[src/rtl/ahb2axi_cmd_if.sv]
// Bus bundle for the AHB-to-AXI command bridge: AHB slave address/response
// signals, the AXI AW/AR command channels and the command FIFO status flags.
interface ahb2axi_cmd_if #(
  parameter int ID_BITS   = 4,
  parameter int ADDR_BITS = 32
);
  // AHB slave side
  logic                 HSEL;
  logic                 HWRITE;
  logic                 HREADY;
  logic [ADDR_BITS-1:0] HADDR;
  logic [1:0]           HTRANS;
  logic [2:0]           HSIZE;
  logic [2:0]           HBURST;
  logic                 HREADYOUT;
  logic                 HRESP;

  // AXI write address channel
  logic                 AWVALID;
  logic                 AWREADY;
  logic [ID_BITS-1:0]   AWID;
  logic [ADDR_BITS-1:0] AWADDR;
  logic [3:0]           AWLEN;
  logic [1:0]           AWSIZE;
  logic [1:0]           AWBURST;

  // AXI read address channel
  logic                 ARVALID;
  logic                 ARREADY;
  logic [ID_BITS-1:0]   ARID;
  logic [ADDR_BITS-1:0] ARADDR;
  logic [3:0]           ARLEN;
  logic [1:0]           ARSIZE;
  logic [1:0]           ARBURST;

  // Command FIFO status
  logic                 cmd_full;
  logic                 cmd_empty;

  // Bridge side: AHB slave, AXI command master
  modport slave (
    input  HSEL, HWRITE, HREADY, HADDR, HTRANS, HSIZE, HBURST,
    output HREADYOUT, HRESP,
    output AWVALID, AWID, AWADDR, AWLEN, AWSIZE, AWBURST,
    input  AWREADY,
    output ARVALID, ARID, ARADDR, ARLEN, ARSIZE, ARBURST,
    input  ARREADY,
    output cmd_full, cmd_empty
  );

  // Environment side: AHB master, AXI command slave
  modport master (
    output HSEL, HWRITE, HREADY, HADDR, HTRANS, HSIZE, HBURST,
    input  HREADYOUT, HRESP,
    input  AWVALID, AWID, AWADDR, AWLEN, AWSIZE, AWBURST,
    output AWREADY,
    input  ARVALID, ARID, ARADDR, ARLEN, ARSIZE, ARBURST,
    output ARREADY,
    input  cmd_full, cmd_empty
  );
endinterface

[src/rtl/ahb2axi_cmd.sv]
// AHB-to-AXI command bridge: captures AHB NONSEQ address phases, rejects
// unsupported bursts and misaligned accesses, and issues the rest in order on AW/AR.
module ahb2axi_cmd #(
  parameter int ID_BITS   = 4,
  parameter int ADDR_BITS = 32,
  parameter int CMD_DEPTH = 2,
  parameter int AXI_ID    = 0
) (
  input logic        clk,
  input logic        reset,
  ahb2axi_cmd_if.slave bus
);

  localparam int                PTR_BITS   = $clog2(CMD_DEPTH);
  localparam logic [PTR_BITS:0] FULL_COUNT = (PTR_BITS + 1)'(CMD_DEPTH);

  typedef enum logic [1:0] {IDLE, PUSH_WAIT, ERR1, ERR2} state_t;

  typedef struct packed {
    logic [ADDR_BITS-1:0] addr;
    logic [3:0]           len;
    logic [1:0]           size;
    logic                 write;
  } cmd_t;

  state_t state_q, state_d;
  cmd_t   pend_q;
  cmd_t   head;
  cmd_t   mem [CMD_DEPTH];

  logic [PTR_BITS-1:0] wr_ptr, rd_ptr;
  logic [PTR_BITS:0]   count;

  logic       accept, take, push, pop;
  logic       burst_ok, misaligned, err;
  logic [3:0] len_map;
  logic       hready_out, hresp;
  logic       full, empty;
  logic       aw_valid, ar_valid;

  // Address-phase decode: burst length mapping and legality of the access
  assign accept = bus.HSEL & bus.HREADY & (bus.HTRANS == 2'b10);

  always_comb begin
    // NOTE: every always_comb output gets a default first so no path infers a latch.
    burst_ok   = 1'b1;
    len_map    = 4'd0;
    misaligned = 1'b0;
    case (bus.HBURST)
      3'b000:  len_map = 4'd0;
      3'b011:  len_map = 4'd3;
      3'b101:  len_map = 4'd7;
      3'b111:  len_map = 4'd15;
      default: burst_ok = 1'b0;
    endcase
    case (bus.HSIZE)
      3'd1:    misaligned = bus.HADDR[0];
      3'd2:    misaligned = |bus.HADDR[1:0];
      3'd3:    misaligned = |bus.HADDR[2:0];
      default: misaligned = 1'b0;
    endcase
    err = ~burst_ok | bus.HSIZE[2] | misaligned;
  end

  // Control FSM
  always_ff @(posedge clk) begin
    // NOTE: sequential state uses non-blocking assignment so every flop samples pre-edge values.
    if (reset) state_q <= IDLE;
    else       state_q <= state_d;
  end

  always_comb begin
    state_d    = state_q;
    hready_out = 1'b1;
    hresp      = 1'b0;
    take       = 1'b0;
    push       = 1'b0;
    case (state_q)
      IDLE: begin
        if (accept) begin
          take    = 1'b1;
          state_d = err ? ERR1 : PUSH_WAIT;
        end
      end
      PUSH_WAIT: begin
        if (full) begin
          hready_out = 1'b0;
        end else begin
          push = 1'b1;
          if (accept) begin
            take    = 1'b1;
            state_d = err ? ERR1 : PUSH_WAIT;
          end else begin
            state_d = IDLE;
          end
        end
      end
      ERR1: begin
        hready_out = 1'b0;
        hresp      = 1'b1;
        state_d    = ERR2;
      end
      ERR2: begin
        hresp = 1'b1;
        if (accept) begin
          take    = 1'b1;
          state_d = err ? ERR1 : PUSH_WAIT;
        end else begin
          state_d = IDLE;
        end
      end
      default: state_d = IDLE;
    endcase
  end

  // Pending command captured from the accepted address phase
  always_ff @(posedge clk) begin
    if (reset) begin
      pend_q <= '0;
    end else if (take) begin
      pend_q <= '{addr: bus.HADDR, len: len_map, size: bus.HSIZE[1:0], write: bus.HWRITE};
    end
  end

  // Command FIFO shared by both channels to keep AHB acceptance order
  always_ff @(posedge clk) begin
    // NOTE: storage is deliberately not reset; the occupancy count decides what is visible.
    if (push) mem[wr_ptr] <= pend_q;
  end

  always_ff @(posedge clk) begin
    if (reset) begin
      wr_ptr <= '0;
      rd_ptr <= '0;
      count  <= '0;
    end else begin
      if (push) wr_ptr <= wr_ptr + PTR_BITS'(1);
      if (pop)  rd_ptr <= rd_ptr + PTR_BITS'(1);
      case ({push, pop})
        2'b10:   count <= count + (PTR_BITS + 1)'(1);
        2'b01:   count <= count - (PTR_BITS + 1)'(1);
        default: count <= count;
      endcase
    end
  end

  assign full  = (count == FULL_COUNT);
  assign empty = (count == '0);
  assign head  = mem[rd_ptr];

  // Head steers to exactly one channel; it stays put until that channel handshakes
  assign aw_valid = ~empty &  head.write;
  assign ar_valid = ~empty & ~head.write;
  assign pop      = (aw_valid & bus.AWREADY) | (ar_valid & bus.ARREADY);

  assign bus.HREADYOUT = hready_out;
  assign bus.HRESP     = hresp;
  assign bus.cmd_full  = full;
  assign bus.cmd_empty = empty;

  assign bus.AWVALID = aw_valid;
  assign bus.AWID    = ID_BITS'(AXI_ID);
  assign bus.AWADDR  = head.addr;
  assign bus.AWLEN   = head.len;
  assign bus.AWSIZE  = head.size;
  assign bus.AWBURST = 2'b01;

  assign bus.ARVALID = ar_valid;
  assign bus.ARID    = ID_BITS'(AXI_ID);
  assign bus.ARADDR  = head.addr;
  assign bus.ARLEN   = head.len;
  assign bus.ARSIZE  = head.size;
  assign bus.ARBURST = 2'b01;

endmodule

[src/flat_wrapper.sv]
// flat-port wrapper written by rule: the top's interface ports become plain ports
module ahb2axi_cmd_flat 
#(
  parameter int ID_BITS   = 4,
  parameter int ADDR_BITS = 32,
  parameter int CMD_DEPTH = 2,
  parameter int AXI_ID    = 0
)
  (clk, reset, bus_HSEL, bus_HWRITE, bus_HREADY, bus_HADDR, bus_HTRANS, bus_HSIZE, bus_HBURST, bus_HREADYOUT, bus_HRESP, bus_AWVALID, bus_AWID, bus_AWADDR, bus_AWLEN, bus_AWSIZE, bus_AWBURST, bus_AWREADY, bus_ARVALID, bus_ARID, bus_ARADDR, bus_ARLEN, bus_ARSIZE, bus_ARBURST, bus_ARREADY, bus_cmd_full, bus_cmd_empty);
  ahb2axi_cmd_if #(.ID_BITS(ID_BITS), .ADDR_BITS(ADDR_BITS)) bus_i ();
  input logic clk;
  input logic reset;
  input wire logic [$bits(bus_i.HSEL)-1:0] bus_HSEL;
  input wire logic [$bits(bus_i.HWRITE)-1:0] bus_HWRITE;
  input wire logic [$bits(bus_i.HREADY)-1:0] bus_HREADY;
  input wire logic [$bits(bus_i.HADDR)-1:0] bus_HADDR;
  input wire logic [$bits(bus_i.HTRANS)-1:0] bus_HTRANS;
  input wire logic [$bits(bus_i.HSIZE)-1:0] bus_HSIZE;
  input wire logic [$bits(bus_i.HBURST)-1:0] bus_HBURST;
  output wire logic [$bits(bus_i.HREADYOUT)-1:0] bus_HREADYOUT;
  output wire logic [$bits(bus_i.HRESP)-1:0] bus_HRESP;
  output wire logic [$bits(bus_i.AWVALID)-1:0] bus_AWVALID;
  output wire logic [$bits(bus_i.AWID)-1:0] bus_AWID;
  output wire logic [$bits(bus_i.AWADDR)-1:0] bus_AWADDR;
  output wire logic [$bits(bus_i.AWLEN)-1:0] bus_AWLEN;
  output wire logic [$bits(bus_i.AWSIZE)-1:0] bus_AWSIZE;
  output wire logic [$bits(bus_i.AWBURST)-1:0] bus_AWBURST;
  input wire logic [$bits(bus_i.AWREADY)-1:0] bus_AWREADY;
  output wire logic [$bits(bus_i.ARVALID)-1:0] bus_ARVALID;
  output wire logic [$bits(bus_i.ARID)-1:0] bus_ARID;
  output wire logic [$bits(bus_i.ARADDR)-1:0] bus_ARADDR;
  output wire logic [$bits(bus_i.ARLEN)-1:0] bus_ARLEN;
  output wire logic [$bits(bus_i.ARSIZE)-1:0] bus_ARSIZE;
  output wire logic [$bits(bus_i.ARBURST)-1:0] bus_ARBURST;
  input wire logic [$bits(bus_i.ARREADY)-1:0] bus_ARREADY;
  output wire logic [$bits(bus_i.cmd_full)-1:0] bus_cmd_full;
  output wire logic [$bits(bus_i.cmd_empty)-1:0] bus_cmd_empty;
  assign bus_i.HSEL = bus_HSEL;
  assign bus_i.HWRITE = bus_HWRITE;
  assign bus_i.HREADY = bus_HREADY;
  assign bus_i.HADDR = bus_HADDR;
  assign bus_i.HTRANS = bus_HTRANS;
  assign bus_i.HSIZE = bus_HSIZE;
  assign bus_i.HBURST = bus_HBURST;
  assign bus_HREADYOUT = bus_i.HREADYOUT;
  assign bus_HRESP = bus_i.HRESP;
  assign bus_AWVALID = bus_i.AWVALID;
  assign bus_AWID = bus_i.AWID;
  assign bus_AWADDR = bus_i.AWADDR;
  assign bus_AWLEN = bus_i.AWLEN;
  assign bus_AWSIZE = bus_i.AWSIZE;
  assign bus_AWBURST = bus_i.AWBURST;
  assign bus_i.AWREADY = bus_AWREADY;
  assign bus_ARVALID = bus_i.ARVALID;
  assign bus_ARID = bus_i.ARID;
  assign bus_ARADDR = bus_i.ARADDR;
  assign bus_ARLEN = bus_i.ARLEN;
  assign bus_ARSIZE = bus_i.ARSIZE;
  assign bus_ARBURST = bus_i.ARBURST;
  assign bus_i.ARREADY = bus_ARREADY;
  assign bus_cmd_full = bus_i.cmd_full;
  assign bus_cmd_empty = bus_i.cmd_empty;
  ahb2axi_cmd #(.ID_BITS(ID_BITS), .ADDR_BITS(ADDR_BITS), .CMD_DEPTH(CMD_DEPTH), .AXI_ID(AXI_ID)) u_core (.clk(clk), .reset(reset), .bus(bus_i));
endmodule
[config.mk]
export PLATFORM = sky130hd
export DESIGN_NAME = ahb2axi_cmd_flat
export DESIGN_NICKNAME = d
export VERILOG_FILES = /design/src/rtl/ahb2axi_cmd_if.sv /design/src/rtl/ahb2axi_cmd.sv /design/src/flat_wrapper.sv
export SDC_FILE = /design/constraint.sdc
export NUM_CORES = 1
export LEC_CHECK = 0
export BUFFER_PORTS_ARGS = -buffer_cell sky130_fd_sc_hd__clkbuf_2
export CAP_MARGIN = 25
export CORE_ASPECT_RATIO = 1.4
export CORE_MARGIN = 2
export CORE_UTILIZATION = 52
export CTS_BUF_LIST = sky130_fd_sc_hd__clkbuf_16
export DETAILED_ROUTE_END_ITERATION = 8
export PLACE_DENSITY = 0.78
export SLEW_MARGIN = 20
export SYNTH_ARGS = -nofsm -noshare
export SYNTH_HDL_FRONTEND = slang
export SYNTH_SLANG_ARGS = --single-unit
[constraint.sdc]
create_clock -name clk -period 3.8 [get_ports clk]
set_input_delay 0.57 -clock clk [delete_from_list [all_inputs] [get_ports clk]]
set_output_delay 0.57 -clock clk [all_outputs]
set_load 0.01 [all_outputs]
# [Yosys cells after proc, flatten, opt, wreduce, memory -nomap -nowiden]
# Memory sizes are Yosys's and may differ from the RTL's. A register that Yosys moved wholly into a read port is not among the register bits.
# Index checks and enable logic that the tools add are counted.
[word_totals] regBits=45 ramBits=78 input_bits=47 wordCells=70 n_memories=1
[classes] add_sub_neg=4 eq_ne=15 muxes=20 bitwise_logic=12 n_reduce_logical=10
[mem_list] name="u_core.mem" depth=2 width=39 rd=1 rd_ports_with_merged_regs=1 write_ports=1 line_no="ahb2axi_cmd.sv:29" text="cmd_t mem [CMD_DEPTH];"
[op_table] operator="$pmux 4 s3" count=1
[op_table] operator="$eq 2x2->1 const B" count=5
[op_table] operator="$mux 1" count=10
[op_table] operator="$eq 3x2->1 const B" count=3
[op_table] operator="$mux 2" count=4
[op_table] operator="$pmux 2 s4" count=1
[op_table] operator="$and 1x1->1" count=6
[op_table] operator="$eq 3x3->1 const B" count=2
[op_table] operator="$reduce_or 2->1" count=3
[op_table] operator="$eq 2x1->1 const B" count=2
[op_table] operator="$logic_not 2->1" count=2
[op_table] operator="$pmux 1 s2" count=2
[op_table] operator="$pmux 2 s2" count=1
[op_table] operator="$reduce_or 4->1" count=1
[op_table] operator="$eq 3x1->1 const B" count=1
[op_table] operator="$logic_not 3->1" count=1
[op_table] operator="$not 1->1" count=3
[op_table] operator="$or 1x1->1" count=3
[op_table] operator="$pmux 1 s3" count=1
[op_table] operator="$reduce_or 3->1" count=1
[op_table] operator="$add 1x1->1 const B" count=2
[op_table] operator="$add 2x1->2 const B" count=1
[op_table] operator="$ne 2x1->1 const B" count=1
[op_table] operator="$ne 2x2->1 const B" count=1
[op_table] operator="other kinds (3)" count=3

# [Logic depth before layout (Yosys ltp)]
[logic_depth] ltp_word=10 mapped_depth=9

# [Least setup slack after synthesis]
# OpenSTA, ideal clock, no wires.
[synth_timing] path_kind="reg-to-reg" startpoint="reg (tool-made name)" endpoint="mem u_core.mem[0][0] (netlist name), enable pin" setup_ns=0.433 arrival_time_ns=2.387 required_time_ns=3.367 path_slack_ns=0.980 path_stages_with_launch=5 n_path_buf=0 period_less_slack_ns=2.820 path_cell_list="dfxtp_1 > inv_1 > ha_1 > nand2_1 > nor2_1"
[synth_lines] item="to (decl)" line_no="ahb2axi_cmd.sv:29"

# [Final worst setup path]
[layout_timing] startpoint="reg u_core.state_q[0]" endpoint="out bus_HREADYOUT"
[layout_between] elab_chain_len=2 elab_cells_between_ends=3
[layout_lines] item="from (decl)" line_no="ahb2axi_cmd.sv:26" text="state_t state_q, state_d;"
[layout_lines] item="from (signal assigned)" line_no="ahb2axi_cmd.sv:69" text="else state_q <= state_d;"
[layout_lines] item="$eq 2x2->1 or $eq 2x1->1 (tied branches)" line_no="ahb2axi_cmd.sv:78" text="case (state_q)"
[layout_lines] item="$pmux 1 s2 (*)" line_no="ahb2axi_cmd.sv:78"
[layout_lines] item="to (decl)" line_no="flat_wrapper.sv:20" text="output wire logic [$bits(bus_i.HREADYOUT)-1:0] bus_HREADYOUT;"
# Mark *: on every way between the ends. The rest lies on a longest branch, timed or not.

==> summary.md <==
| Metric | Value |
|---|---|
| Vias/cell | `between 5 and 6` |
| CTS root buf | `clkbuf_16` |
| Hold crit path type | `in -> reg` |
| Post-CTS setup buffer count | `0` |
| FF/Latch Area | `roughly 3200 um^2` |
| Area Overhead vs Synth | `19.28%` |
| Die ar. | `10630 um^2` |
| Required @ worst endpoint | `~3.2 ns` |
| Multi-input logic area | `1443 um^2` |
| Slew HR | `32.83%` |
| Vias in the first global route | `3309` |
| Global-route wire length before repair | `approximately 16 mm` |
| Remaining antenna violation count | `0` |
| Initial antenna violation count | `0` |
| CTS tree | `yes` |
| Fin. Hold Viols | `0` |
| Arrival @ worst endpoint | `approximately 2.3 ns` |
| Worst setup SP type | `flop` |
| Fin cells | `635` |
| M2 GR Usage | `32.62%` |
| Clk_skew | `0.007193 ns` |
| Commonest non-fill, non-tap cell in the layout | `clkbuf_2` |
| Max FO, Critical Path | `39` |
| Routed WL per cell | `16.03 um` |
| Number of clock sinks | `between 100 and 150` |
| Multiplexer share of the synthesized area | `about 8.6%` |
| Leak | `2.371 nW` |
| # placed instances | `between 600 and 700` |
| Crit path capture type | `primary output` |
| Synth Area in Compound Gates | `about a tenth` |
| Final GP Congestion | `0.7650` |
| Post-synthesis adder-cell area fraction | `under 10%` |
| Minimum clock period | `2.829 ns` |
| TNS Setup | `0 ns` |
| Post-CTS Hold Buffers | `0` |
| Flop and latch count out of synthesis | `~120` |
| Grt ovf | `0` |
| Fraction of the mapped netlist area in simple logic gates | `6.403%` |
| XOR/XNOR Fraction of Synth Area | `0.5152%` |
| Post-DP HPWL | `6.373 mm` |
| M3 GR Usage | `roughly 8%` |
| DP Area | `5489 um^2` |
| Dpl ws | `1.358 ns` |
| H-tree depth | `4` |
| Max Slew Vio Count | `0` |
| Core region area | `9512 um^2` |
| Ant diodes | `0` |
| Total CTS buffers | `17` |
| Row count | `42` |
| Largest net degree at the start of global routing | `46` |
| RSZ-0062 raised after global routing | `no` |
| Ys Warns | `0` |
| Resized Gates After CTS | `0` |
| Final Setup Violations | `0` |
| Clock-pin slew on the worst setup and hold paths | `0.05 ns` |
| Busiest grt layer | `met2` |
| Largest family of logic cells by synthesized area | `buffers and inverters` |
| Synth Area per Inst | `12.56 um^2` |
| Synth Cell Area | `5100 um^2` |
| I/O Pins | `141` |
| GRT Overall Usage | `20.09%` |
| Netlist cell types | `41` |
| Fillers | `691` |
| Grt met1 use | `22.37%` |
| Gate Count Post-Synth | `406` |
| Final nets | `544` |
| Fmax | `353.5 MHz` |
| Ys async rst share | `0%` |
| EDFF count, synth | `76` |
| PwrDens | `743.3 nW/um^2` |
| CTS max path bufs | `2` |
| Die Ht | `about 120 um` |
| Kind of critical path | `reg -> out` |
| Via count | `3349` |
| Final wirelength | `between 10 and 15 mm` |
| Drt initial violations | `between 300 and 400` |
| # DRC | `0` |
| Peak supply drop | `0.0003922 V` |
| Status | `completed` |
| Initial Utilization | `between 50% and 60%` |
| Clock Latency Late Sink | `between 0.4 and 0.5 ns` |
| Layout cells sized above 1 | `40.36%` |
| Tcrit/Tclk final | `74.44%` |
| Top FF cell, synth | `edfxtp_1` |
| Worst slew pin tran | `1.008 ns` |
| DR pass1 iterations | `5` |
| MaxCap Viol Count | `0` |
| Design Area, Final | `6083 um^2` |
| Port buffer count | `128` |
| Final worst setup slack | `0.9713 ns` |
| Seq/Total Area, Yosys | `62.41%` |
| Commonest non-fill, non-tap cells in the layout | `clkbuf_2, edfxtp_1, a21oi_1, dfxtp_1, o21ai_0` |
| Die width | `just under 90 um` |
==> cell type report <==
| class | count | area share [%] |
|---|---|---|
| well taps | 132 | 2.715 |
| clock buffers | 17 | 6.993 |
| clock inverters | 15 | 2.777 |
| repair buffers | 131 | 11.11 |
| inverters | 5 | 0.3497 |
| multi-input cells | 214 | 23.71 |
| flip-flops and latches | 121 | 52.34 |
==> registers in the layout (all words and copies together), names as in the netlist, named ones only <==
signal / count
u_core.mem: 76
u_core.count: 2
u_core.state_q: 1
u_core.rd_ptr: 1
u_core.pend_q: 38
u_core.wr_ptr: 1
==> cells by family (layout without fill, tap and decap cells) <==
group | after synthesis | after routing
multiplexers | 39 | 39
other | 2 | 12
AO/OA/AOI/OAI | 94 | 94
adder cells (fa/ha/maj) | 7 | 7
AND/OR/NAND/NOR | 59 | 59
flip-flops | 121 | 121
buffers and inverters | 81 | 168
XOR/XNOR | 3 | 3
==> layer usage <==
layer	up-vias	wire length (um)
met5	-	0
met4	0	240
met3	26	769
met2	145	5326
met1	1590	3842
li1	1588	-
==> path summary, 6_finish.rpt <==
kind | cells past startpoint | slack (ns) | end | start
max | 6 | 0.97 | bus_HREADYOUT | u_core.state_q[0]$_SDFFE_PP0P_
min | 3 | 0.40 | u_core.pend_q[13]$_SDFFE_PP0P_ | bus_HADDR[6]
max reg2reg | 7 | 1.36 | u_core.count[1]$_SDFFE_PP0P_ | flop
min reg2reg | 0 | 0.44 | u_core.mem[0][7]$_DFFE_PP_ | u_core.pend_q[7]$_SDFFE_PP0P_
==> synth_stat cells (4+ instances only) <==
cell type,instances,area [um^2]
inv_1,4,15.01
nand3_1,37,185.2
buf_4,51,382.9
edfxtp_1,76,2282
mux2_2,37,416.7
ha_1,7,87.58
buf_2,9,45.04
o21ai_0,40,200.2
nor2_1,7,26.28
a21oi_1,44,220.2
dfxtp_1,45,900.9
clkbuf_1,9,33.78
==> report_power, final <==
group          leakage, nW  internal (mW)  total (mW)  switching (mW)
Combinational        0.998          0.496        1.24           0.746
Clock                0.304           1.07        1.59           0.521
Sequential            1.07           1.62        1.69          0.0698
Total                 2.37           3.19        4.52            1.34
==> through the flow <==
stage / hold WS [ns] / power, mW / utilization, %
6_report: 0.3967 / 4.522 / 63.96
4_1_cts: 0.3772 / 4.559 / 63.96
2_1_floorplan: 0.4192 / 2.700 / -
5_1_grt: 0.3882 / 4.732 / 63.96
3_5_place_dp: 0.4306 / 2.962 / 57.71
3_3_place_gp: 0.4216 / 2.917 / 57.50
==> critical path: stages (launching register included) <==
cell	delay, ns
dfxtp_1	0.39
inv_1	0.13
ha_1	0.31
a21boi_4	0.13
buf_4	0.25
inv_4	0.39
clkbuf_2	0.21
Power figures use the tool's default switching activity.
